### config.mk
export PLATFORM = sky130hd
export DESIGN_NAME = song_player
export DESIGN_NICKNAME = d
export VERILOG_FILES = /design/src/rtl/song_player.sv
export SDC_FILE = /design/constraint.sdc
export NUM_CORES = 1
export LEC_CHECK = 0
export ABC_AREA = 1
export CORE_UTILIZATION = 50
export CTS_CLUSTER_SIZE = 16
export DETAILED_ROUTE_END_ITERATION = 7
export GPL_TIMING_DRIVEN = 1
export MAX_ROUTING_LAYER = met4
export PLACE_DENSITY = 0.68
export SLEW_MARGIN = 20
export SYNTH_ARGS = -nofsm -noshare
export SYNTH_HDL_FRONTEND = slang
export SYNTH_SLANG_ARGS = --single-unit
### constraint.sdc
create_clock -name i_clk -period 2.99 [get_ports i_clk]
set_input_delay 0.299 -clock i_clk [delete_from_list [all_inputs] [get_ports i_clk]]
set_output_delay 0.299 -clock i_clk [all_outputs]
set_load 0.005 [all_outputs]
### src/rtl/song_player.sv
`timescale 1ns/1ps
// song_player: steps through one song held in the external song ROM, times each
// note in duration ticks and drives a square-wave buzzer at the note pitch.
//
// state | meaning
// ------+-------------------------------------------------------------
// IDLE  | waiting for start; song index latched on accept
// FETCH | ROM address stable for one cycle; note fields captured
// PLAY  | note sounding; prescaler, tick counter and tone counter run
// GAP   | silent separation between notes (GAP_TICKS ticks)
// DONE  | one-cycle completion pulse, note counter rewinds to 0
module song_player #(
  parameter int SONG_BITS   = 3,
  parameter int CNT_BITS    = 8,
  parameter int TICK_CYCLES = 6250000,
  parameter int GAP_TICKS   = 1
) (
  input  logic                 i_clk,
  input  logic                 i_rst_n,
  input  logic                 i_start,
  input  logic                 i_pause,
  input  logic                 i_stop,
  input  logic [SONG_BITS-1:0] i_song_sel,
  output logic [SONG_BITS-1:0] o_song,
  output logic [CNT_BITS-1:0]  o_cnt,
  input  logic [CNT_BITS-1:0]  i_track,
  input  logic [2:0]           i_octave,
  input  logic [2:0]           i_note,
  input  logic [3:0]           i_length,
  input  logic [2:0]           i_full_note,
  output logic                 o_buzzer,
  output logic                 o_playing,
  output logic                 o_done
);

  localparam int PRESC_W = (TICK_CYCLES > 1) ? $clog2(TICK_CYCLES) : 1;
  localparam logic [PRESC_W-1:0] PRESC_LAST = PRESC_W'(TICK_CYCLES - 1);
  localparam logic [11:0] GAP_LAST = 12'(GAP_TICKS);
  localparam logic [CNT_BITS:0] CNT_ONE = 1;

  typedef enum logic [2:0] {
    S_IDLE  = 3'd0,
    S_FETCH = 3'd1,
    S_PLAY  = 3'd2,
    S_GAP   = 3'd3,
    S_DONE  = 3'd4
  } state_t;

  state_t               r_state;
  logic [SONG_BITS-1:0] r_song;
  logic [CNT_BITS-1:0]  r_cnt;
  logic                 r_note_on;
  logic [21:0]          r_half_last;
  logic [11:0]          r_dur;
  logic [PRESC_W-1:0]   r_presc;
  logic [11:0]          r_ticks;
  logic [21:0]          r_tone;
  logic                 r_buzzer;
  logic                 r_playing;
  logic                 r_done;

  logic [4:0]  w_len_p1;
  logic [11:0] w_dur;
  logic [21:0] w_base;
  logic [21:0] w_half;
  logic        w_tick;
  logic [11:0] w_ticks_nxt;
  logic        w_last_note;
  logic        w_active;

  // Note duration in ticks: (length+1) << full_note, at most 2048.
  always_comb begin
    w_len_p1 = {1'b0, i_length} + 5'd1;
    w_dur    = {7'd0, w_len_p1} << i_full_note;
  end

  // Half period of the tone in clock cycles, scaled from the middle-octave table.
  always_comb begin
    case (i_note)
      3'd1:    w_base = 22'd191113;
      3'd2:    w_base = 22'd170262;
      3'd3:    w_base = 22'd151686;
      3'd4:    w_base = 22'd143173;
      3'd5:    w_base = 22'd127551;
      3'd6:    w_base = 22'd113636;
      3'd7:    w_base = 22'd101238;
      default: w_base = 22'd0;
    endcase
    if (i_octave >= 3'd4) begin
      w_half = w_base >> (i_octave - 3'd4);
    end else begin
      w_half = w_base << (3'd4 - i_octave);
    end
  end

  // Tick strobe, tick increment and last-note test shared by PLAY and GAP.
  always_comb begin
    w_tick      = (r_presc == PRESC_LAST);
    w_ticks_nxt = r_ticks + 12'd1;
    // Using >= keeps cnt inside the song even if track shrinks mid-song.
    w_last_note = (({1'b0, r_cnt} + CNT_ONE) >= {1'b0, i_track});
    w_active    = (r_state == S_FETCH) || (r_state == S_PLAY) || (r_state == S_GAP);
  end

  // Sequencer: stop beats pause beats start; pause only freezes active states.
  always_ff @(posedge i_clk or negedge i_rst_n) begin
    if (!i_rst_n) begin
      r_state     <= S_IDLE;
      r_song      <= '0;
      r_cnt       <= '0;
      r_note_on   <= 1'b0;
      r_half_last <= '0;
      r_dur       <= '0;
      r_presc     <= '0;
      r_ticks     <= '0;
      r_tone      <= '0;
      r_buzzer    <= 1'b0;
      r_playing   <= 1'b0;
      r_done      <= 1'b0;
    end else begin
      r_done <= 1'b0;
      if (i_stop) begin
        r_state   <= S_IDLE;
        r_cnt     <= '0;
        r_presc   <= '0;
        r_ticks   <= '0;
        r_tone    <= '0;
        r_buzzer  <= 1'b0;
        r_playing <= 1'b0;
      end else if (i_pause && w_active) begin
        // Everything holds; the tone resumes from its frozen count, starting low.
        r_buzzer <= 1'b0;
      end else begin
        case (r_state)
          S_IDLE: begin
            if (i_start) begin
              r_song    <= i_song_sel;
              r_cnt     <= '0;
              r_playing <= 1'b1;
              r_state   <= S_FETCH;
            end
          end

          S_FETCH: begin
            r_presc  <= '0;
            r_ticks  <= '0;
            r_tone   <= '0;
            r_buzzer <= 1'b0;
            if (i_track == '0) begin
              r_playing <= 1'b0;
              r_done    <= 1'b1;
              r_state   <= S_DONE;
            end else begin
              r_note_on   <= (i_note != 3'd0);
              r_half_last <= w_half - 22'd1;
              r_dur       <= w_dur;
              r_state     <= S_PLAY;
            end
          end

          S_PLAY: begin
            r_presc <= w_tick ? '0 : r_presc + 1'b1;
            if (w_tick && (w_ticks_nxt == r_dur)) begin
              r_buzzer <= 1'b0;
              r_ticks  <= '0;
              r_tone   <= '0;
              if (GAP_TICKS > 0) begin
                r_state <= S_GAP;
              end else if (w_last_note) begin
                r_playing <= 1'b0;
                r_done    <= 1'b1;
                r_state   <= S_DONE;
              end else begin
                r_cnt   <= r_cnt + 1'b1;
                r_state <= S_FETCH;
              end
            end else begin
              if (w_tick) begin
                r_ticks <= w_ticks_nxt;
              end
              if (r_note_on) begin
                if (r_tone == r_half_last) begin
                  r_tone   <= '0;
                  r_buzzer <= ~r_buzzer;
                end else begin
                  r_tone <= r_tone + 22'd1;
                end
              end
            end
          end

          S_GAP: begin
            r_buzzer <= 1'b0;
            r_presc  <= w_tick ? '0 : r_presc + 1'b1;
            if (w_tick) begin
              if (w_ticks_nxt == GAP_LAST) begin
                r_ticks <= '0;
                if (w_last_note) begin
                  r_playing <= 1'b0;
                  r_done    <= 1'b1;
                  r_state   <= S_DONE;
                end else begin
                  r_cnt   <= r_cnt + 1'b1;
                  r_state <= S_FETCH;
                end
              end else begin
                r_ticks <= w_ticks_nxt;
              end
            end
          end

          S_DONE: begin
            r_cnt   <= '0;
            r_state <= S_IDLE;
          end

          default: begin
            r_state <= S_IDLE;
          end
        endcase
      end
    end
  end

  assign o_song    = r_song;
  assign o_cnt     = r_cnt;
  assign o_buzzer  = r_buzzer;
  assign o_playing = r_playing;
  assign o_done    = r_done;

endmodule

==> key figures, run 1 <==
Critical path
  – Critical path endpoint: o_cnt[0]$_DFFE_PN0P_
  – RR Endpoint: o_cnt[0]$_DFFE_PN0P_
  – Worst setup path class: register to register
  – Worst-case reg-to-reg path depth: 17
  – Reg2Reg Setup Slack: between 0.15 and 0.2 ns
  – Endpoint kind of the worst setup timing path: register
  – Worst-path maximum fanout: 16
  – Startpoint class of the critical path: register
  – Worst endpoint data arrival time: between 3 and 4 ns
  – Required time worst endpoint: 3.28 ns
  – R2R Path Start: o_cnt[2]$_DFFE_PN0P_
  – Critical Path Start: o_cnt[2]$_DFFE_PN0P_

Synthesis
  – Post-synth top flop: dfrtp_1
  – Top post-synthesis cells by count: 389 x nand2_1, 143 x inv_1, 137 x nand3_1, 109 x dfrtp_1, 105 x nor2_1
  – Seq cells post-synth: 109
  – Syn_area_per_cell: 6.625 um^2
  – Unique masters post-synth: 52
  – Post-synth ARST share: between 90% and 100%
  – Top cell type's share of synthesized area: 31.34%
  – Area of the mapped netlist: 8705 um^2
  – Synth area leaders: dfrtp_1 31%, nand2_1 17%, nand3_1 7.9%, inv_1 6.2%, nor2_1 4.5%
  – Yosys top cell by area: dfrtp_1
  – Syn_nets: ~1,400
  – Register area share after synthesis: 31.34%
  – Most common cell in the netlist: nand2_1
  – Synth warn: 0
  – EDFF count, synth: 0
  – Post-Synthesis Cells: 1,314

CTS
  – Clk sinks: about 110
  – Later-pin clock latency in the skew report: 0.36 ns
  – CTS Hold Buffers Added: 0
  – Clock root cell: clkbuf_16
  – Reg clk slew, reported paths: 0.07 ns
  – Max Buffers Root-to-Sink: 2
  – Total CTS buffers: 9
  – CTS tree: yes
  – Htree depth: 3

Global routing
  – First-pass GRT wire length: 38,470 um
  – Initial antenna violation count: 0
  – Aggregate global-route resource usage: 27.34%
  – Overflow after GRT: 0
  – Largest net degree at the start of global routing: 59
  – Vias in the first global route: just over 8,000

Drt
  – TritonRoute pass-1 iters: 5
  – Avg WL per Cell: 14.47 um
  – Post-DRT Antenna Nets: 0
  – # DRC: 0
  – Initial DRC count: 585
  – Drt via density: 5.426
  – Routed vias: 8,616
  – DRT Wirelength: around 23,000 um

Power and ir drop
  – Overall Power: roughly 5000 uW
  – Pwr dens: 509.5 nW/um^2
  – Leakage: 0.004667 uW
  – VDD IR max: between 0.0004 and 0.0005 V

Final layout
  – Fillers: approximately 1,700
  – Fin nets: ~1,400
  – Final non-filler cell total: 1,588
  – Layout cells sized above 1: 10.09%
  – Area of the multi-input gates: 5230 um^2
  – Storage cell area: 2729 um^2
  – ANT cells: 0
  – Syn-to-layout area delta: 13.01%

Floorplan
  – Die area: 17,940 um^2
  – Placement Rows: 47
  – # IOs: 43
  – Initial Utilization: 51.76%
  – Die H: 133.9 um
  – Die W: 133.9 um
  – Core Footprint: about 17,000 um^2

Timing
  – Worst-Margin Slew: ~0.77 ns
  – Crit path time final: 2.798 ns
  – Clock Skews: between 0.01 and 0.015 ns
  – Maximum clock rate: 0.3574 GHz
  – Pins over their slew limit: 0
  – Setup-failing EPs final: 0
  – Final Hold Fails: 0
  – Max transition margin: 47.95%
  – Final period util: 93.58%

Placed design
  – I/O Buffers: 42
  – Final RePlAce weighted congestion: between 0.9 and 1
  – # placed instances: 1,571
  – HPWL after DPL: 17,650 um

Min path
  – Hold Crit Class: input pin to async pin

Run
  – Maxcap violations: 0

Run status
  – Outcome: finished clean
-- where the power goes --
group / switching [uW] / internal [uW] / total, uW
combinational: 1200 / 734 / 1930
clock: 568 / 586 / 1150
sequential: 195 / 1730 / 1930
total: 1960 / 3050 / 5010
-- metrics by stage --
step / worst slack [ns] / instance area, um^2 / hold WS, ns / TNS (ns) / utilization [%]
after floorplan: 0.1859 / 8705 / 0.003409 / 0 / -
after global placement: 0.09298 / 9493 / 0.4250 / 0 / 56.44
after detailed placement: 0.03838 / 9493 / 0.4355 / 0 / 56.44
after CTS: 0.01048 / 9771 / 0.04333 / 0 / 58.09
after global routing: -0.04851 / 9837 / 0.07796 / -0.2502 / 58.49
final: 0.1920 / 9837 / 0.007697 / 0 / 58.49
-- area by class of cell --
type / instances / share of cell area, %
clock buffers: 10 / 2.429
clock inverters: 6 / 0.3943
inverters: 153 / 5.864
multi-input cells: 1009 / 53.17
flip-flops and latches: 109 / 27.74
well taps: 220 / 2.798
repair buffers: 81 / 7.606
-- worst max-delay path: stages (launching register included) --
cell      delay, ns
dfrtp_1        0.41
inv_1          0.09
nor3_2         0.26
nand3_2        0.14
nor2_1         0.11
nand2_1        0.07
xor2_1         0.16
inv_1          0.06
ha_1           0.30
nor3b_2        0.17
a211oi_2       0.21
nand3_1        0.17
nand3_1        0.11
inv_1          0.06
nor2_4         0.12
buf_12         0.14
nand2_1        0.06
o21ai_1        0.07
-- routing by layer --
metal | vias to the layer above | wire length (um) | global-route usage [%]
li1 | 4408 | - | -
met1 | 3973 | 10840 | 35.81
met2 | 198 | 10760 | 44.30
met3 | 37 | 887 | 3.515
met4 | 0 | 483 | 7.765
met5 | - | 0 | -
-- sequential cells by signal, indices dropped and copies added (netlist names) --
signal / cells
r_presc: 23
r_half_last: 22
r_tone: 22
r_dur: 12
r_ticks: 12
o_cnt: 8
o_song: 3
r_state: 3
o_buzzer: 1
o_done: 1
o_playing: 1
r_note_on: 1
-- repair_timing --
item	in CTS	in global routing
resized for setup	0	10
setup endpoints to repair	0	12
setup buffers	0	1
-- placed cells by master (no fill, tap or decap), drive strengths merged, types with 2 or more instances in the layout --
| master | n |
|---|---|
| buf | 40 |
| nor3b | 3 |
| o2111ai | 2 |
| nor2 | 119 |
| o221ai | 6 |
| a211oi | 3 |
| mux2i | 2 |
| a21oi | 34 |
| nand2 | 403 |
| o211ai | 2 |
| o21ai | 110 |
| clkdlybuf4s50 | 41 |
| mux2 | 4 |
| clkinvlp | 2 |
| nand3b | 9 |
| o22ai | 6 |
| xnor2 | 20 |
| nand4 | 35 |
| clkinv | 9 |
| xor2 | 30 |
| nand3 | 142 |
| nor3 | 28 |
| dfrtp | 109 |
| a31oi | 5 |
| clkbuf | 10 |
| inv | 148 |
| ha | 17 |
| nor4 | 12 |
| o31ai | 2 |
| or2 | 5 |
| o21bai | 3 |
-- cell families after synthesis --
logic type               count (synthesis)  synth area share, %
AND/OR/NAND/NOR                        757                38.85
buffers and inverters                  196                9.156
AO/OA/AOI/OAI                          179                12.43
flip-flops                             109                31.34
XOR/XNOR                                50                5.031
adder cells (fa/ha/maj)                 17                2.444
multiplexers                             6               0.7474
-- worst min-delay path by stage --
stage	startpoint	end	slack, ns	depth (start not counted)
global route	i_rst_n	r_presc[2]$_DFFE_PN0P_	0.08	1
detailed placement	i_rst_n	r_presc[1]$_DFFE_PN0P_	0.44	1
floorplan	i_rst_n	o_buzzer$_DFFE_PN0P_	0.003	0
global placement	i_rst_n	r_presc[1]$_DFFE_PN0P_	0.43	1
CTS	i_rst_n	r_presc[1]$_DFFE_PN0P_	0.04	1
finish	i_rst_n	r_presc[1]$_DFFE_PN0P_	0.008	1
Note: power is estimated with default switching activity, not from simulation.
==> inputs of run 2 (changes only) <==
- SETUP_SLACK_MARGIN: unset -> 0.5
- TNS_END_PERCENT: unset -> 100
==> key figures, run 2 (synthesis results as in run 1) <==
Final layout
  – ANT cells: 0 (unchanged)
  – Layout cells sized above 1: 14.39% (+4.3 points)
  – Most common cell after layout, fill and taps aside: nand2_1
  – Top flop regs: r_presc: 23 flops, r_half_last: 22 flops, r_tone: 22 flops
  – Max reg flops: 23 (unchanged)
  – Post-route cell area: 10,140 um^2 (+3.1%)
  – Syn-to-layout area delta: 16.52%
  – Final non-filler cell total: 1,603 (+0.94%)
  – Largest Register: r_presc
  – Fillers: 1,625 (-2.0%)
  – Most frequent cells in the layout: 380 x nand2_1, 134 x inv_1, 132 x nand3_1
  – Finished Core Util: 60.30% (+1.8 points)
  – Fin nets: 1,424 (+1.1%)

Placed design
  – HPWL after DPL: 17,490 um (-0.92%)
  – Final RePlAce weighted congestion: 0.9551 (-1.2%)
  – Area after DPL: 9485 um^2 (about the same)
  – # placed instances: 1,565 (-0.38%)
  – I/O Buffers: 42 (unchanged)

Power and ir drop
  – VDD IR max: 0.0004295 V (+5.1%)
  – Internal power: 3083 uW (+1.0%)
  – Sw Ratio: 39.43% (+0.32 points)
  – NetSw: 2007 uW (+2.4%)
  – Gate power share: 39.1% (+0.6 points)
  – Clock power frac: 23.0% (about the same)
  – Pwr dens: 501.8 nW/um^2 (-1.5%)
  – Sequential power share: 37.9% (-0.5 points)
  – Leakage: 0.004769 uW (+2.2%)

CTS
  – CTS tree: yes
  – Reg clk slew, reported paths: 0.08 ns (about the same)
  – Htree depth: 3 (unchanged)
  – Clock root cell: clkbuf_16
  – Later-pin clock latency in the skew report: 0.36 ns (about the same)
  – Max Buffers Root-to-Sink: 2 (unchanged)
  – Total CTS buffers: 9 (unchanged)
  – CTS Hold Buffers Added: 0 (unchanged)
  – Clk sinks: 109 (unchanged)

Drt
  – DRT Wirelength: 22,970 um (about the same)
  – Avg WL per Cell: 14.33 um (-0.97%)
  – TritonRoute pass-1 iters: 5 (unchanged)
  – # DRC: 0 (unchanged)
  – Drt via density: 5.389 (-0.67%)
  – Routed vias: 8,639 (+0.27%)
  – Initial DRC count: 655 (+12%)
  – Post-DRT Antenna Nets: 0 (unchanged)

Global routing
  – Initial antenna violation count: 0 (unchanged)
  – Overflow after GRT: 0 (unchanged)
  – First-pass GRT wire length: 38,430 um (-0.11%)
  – Largest net degree at the start of global routing: 58 (-1.7%)
  – Vias in the first global route: 7,936 (-1.9%)
  – Aggregate global-route resource usage: 27.25% (-0.085 points)

Timing
  – Max transition margin: 50.63% (+2.7 points)
  – Setup-failing EPs final: 0 (unchanged)
  – Clock Skews: 0.008964 ns (-0.003260 ns)
  – Final period util: 86.55% (-7.0 points)
  – Setup TNS: 0 ns (unchanged)
  – Hold slack: -0.004903 ns (-0.01260 ns)
  – RSZ-0062 raised after global routing: true
  – Worst-Margin Slew: 0.7337 ns (-0.03984 ns)
  – Maximum clock rate: 0.3864 GHz (+8.1%)
  – Final Hold Fails: 4 (+4)
  – Crit path time final: 2.588 ns (-0.2102 ns)
  – Pins over their slew limit: 0 (unchanged)

Critical path
  – Worst-path maximum fanout: 8 (-8)
  – CP max stage cell: dfrtp_1
  – CP cell instances: buf_6, ha_4, nand2_2, nor2_4, buf_4, xor2_2, inv_1, ha_4, nand2_2, o21ai_1, nand2_1, o311ai_2, nand2_1, nand3_2, nand3_2, inv_2, nor2_4, buf_6, nand2_1, o21ai_1
  – Worst endpoint data arrival time: 2.83 ns (-0.26 ns)
  – Endpoint kind of the worst setup timing path: register
  – Startpoint class of the critical path: register
  – Crit-path most repeated cell: nand2_1
  – Worst setup path class: register to register
  – Largest stage delay, worst path: 0.41 ns (about the same)
  – Required time worst endpoint: 3.24 ns (-0.04 ns)

Min path
  – Hold Crit Class: input pin to async pin

Floorplan
  – Die H: 133.9 um (unchanged)
  – Placement Rows: 47 (unchanged)
  – Die area: 17,940 um^2 (unchanged)
  – Die W: 133.9 um (unchanged)
  – Initial Utilization: 51.76% (unchanged)
  – # IOs: 43 (unchanged)
  – Core Footprint: 16,820 um^2 (unchanged)

Run status
  – Failing checks: hold timing
  – Outcome: complete, but fails checks

Run
  – Maxcap violations: 0 (unchanged)
[run 2: layout make-up]
| class | instances | area (um^2) | share of cell area [%] |
|---|---|---|---|
| multi-input cells | 1009 | 5396 | 53.21 |
| flip-flops and latches | 109 | 2730 | 26.92 |
| clock buffers | 10 | 239.0 | 2.356 |
| inverters | 153 | 586.8 | 5.786 |
| well taps | 220 | 275.3 | 2.714 |
| clock inverters | 6 | 46.29 | 0.4565 |
| repair buffers | 96 | 868.3 | 8.562 |
[run 2: worst paths after layout]
| check | depth (start not counted) | slack (ns) | from | to |
|---|---|---|---|---|
| min in group i_clk | 2 | 0.50 | r_half_last[2]$_DFFE_PN0P_ | r_half_last[2]$_DFFE_PN0P_ |
| hold / removal | 1 | -0.005 | i_rst_n | r_presc[3]$_DFFE_PN0P_ |
| setup reg to reg | 20 | 0.40 | o_cnt[1]$_DFFE_PN0P_ | o_cnt[3]$_DFFE_PN0P_ |
| hold reg to reg | 2 | 0.50 | r_half_last[2]$_DFFE_PN0P_ | r_half_last[2]$_DFFE_PN0P_ |
| max in group asynchronous | 2 | 2.27 | i_rst_n | r_tone[17]$_DFFE_PN0P_ |
| setup / recovery | 20 | 0.40 | o_cnt[1]$_DFFE_PN0P_ | o_cnt[3]$_DFFE_PN0P_ |
[run 2: power by group through the flow]
stage | registers, uW | clock network, uW | logic (uW)
CTS | 1930 | 1190 | 1940
global route | 1960 | 1250 | 2230
detailed placement | 1960 | 0 | 1870
finish | 1930 | 1170 | 1990
global placement | 1950 | 0 | 1860
floorplan | 1900 | 0 | 1370
[run 2: layer usage]
| layer | vias to the layer above | wire length (um) | track usage (%) | share of wire (%) |
|---|---|---|---|---|
| li1 | 4445 | - | - | - |
| met1 | 3938 | 10720 | 36.18 | 47 |
| met2 | 221 | 10790 | 43.55 | 47 |
| met3 | 35 | 1014 | 4.044 | 4.4 |
| met4 | 0 | 437 | 6.881 | 1.9 |
| met5 | - | 0 | - | 0 |
[run 2: through the flow]
| stage | setup WS (ns) | power [uW] |
|---|---|---|
| 2_1_floorplan | 0.4735 | 3274 |
| 3_3_place_gp | 0.05342 | 3810 |
| 3_5_place_dp | 0.08099 | 3829 |
| 4_1_cts | 0.3603 | 5060 |
| 5_1_grt | 0.1999 | 5438 |
| 6_report | 0.4023 | 5090 |
[run 2: timing repair]
| action | in CTS | in global routing |
|---|---|---|
| endpoints found under the hold margin | 0 | 0 |
| setup buffers | 16 | 6 |
| setup endpoints to repair | 50 | 72 |
| pin swaps | 13 | 14 |
| gates resized for setup | 26 | 30 |
[run 2: critical path, delay by kind of cell, from the launching register on]
kind                     cells  cell delay [ns]
AND/OR/NAND/NOR              9             0.67
buffers and inverters        5             0.57
adder cells (fa/ha/maj)      2             0.43
flip-flops                   1             0.41
AO/OA/AOI/OAI                3             0.26
XOR/XNOR                     1             0.14
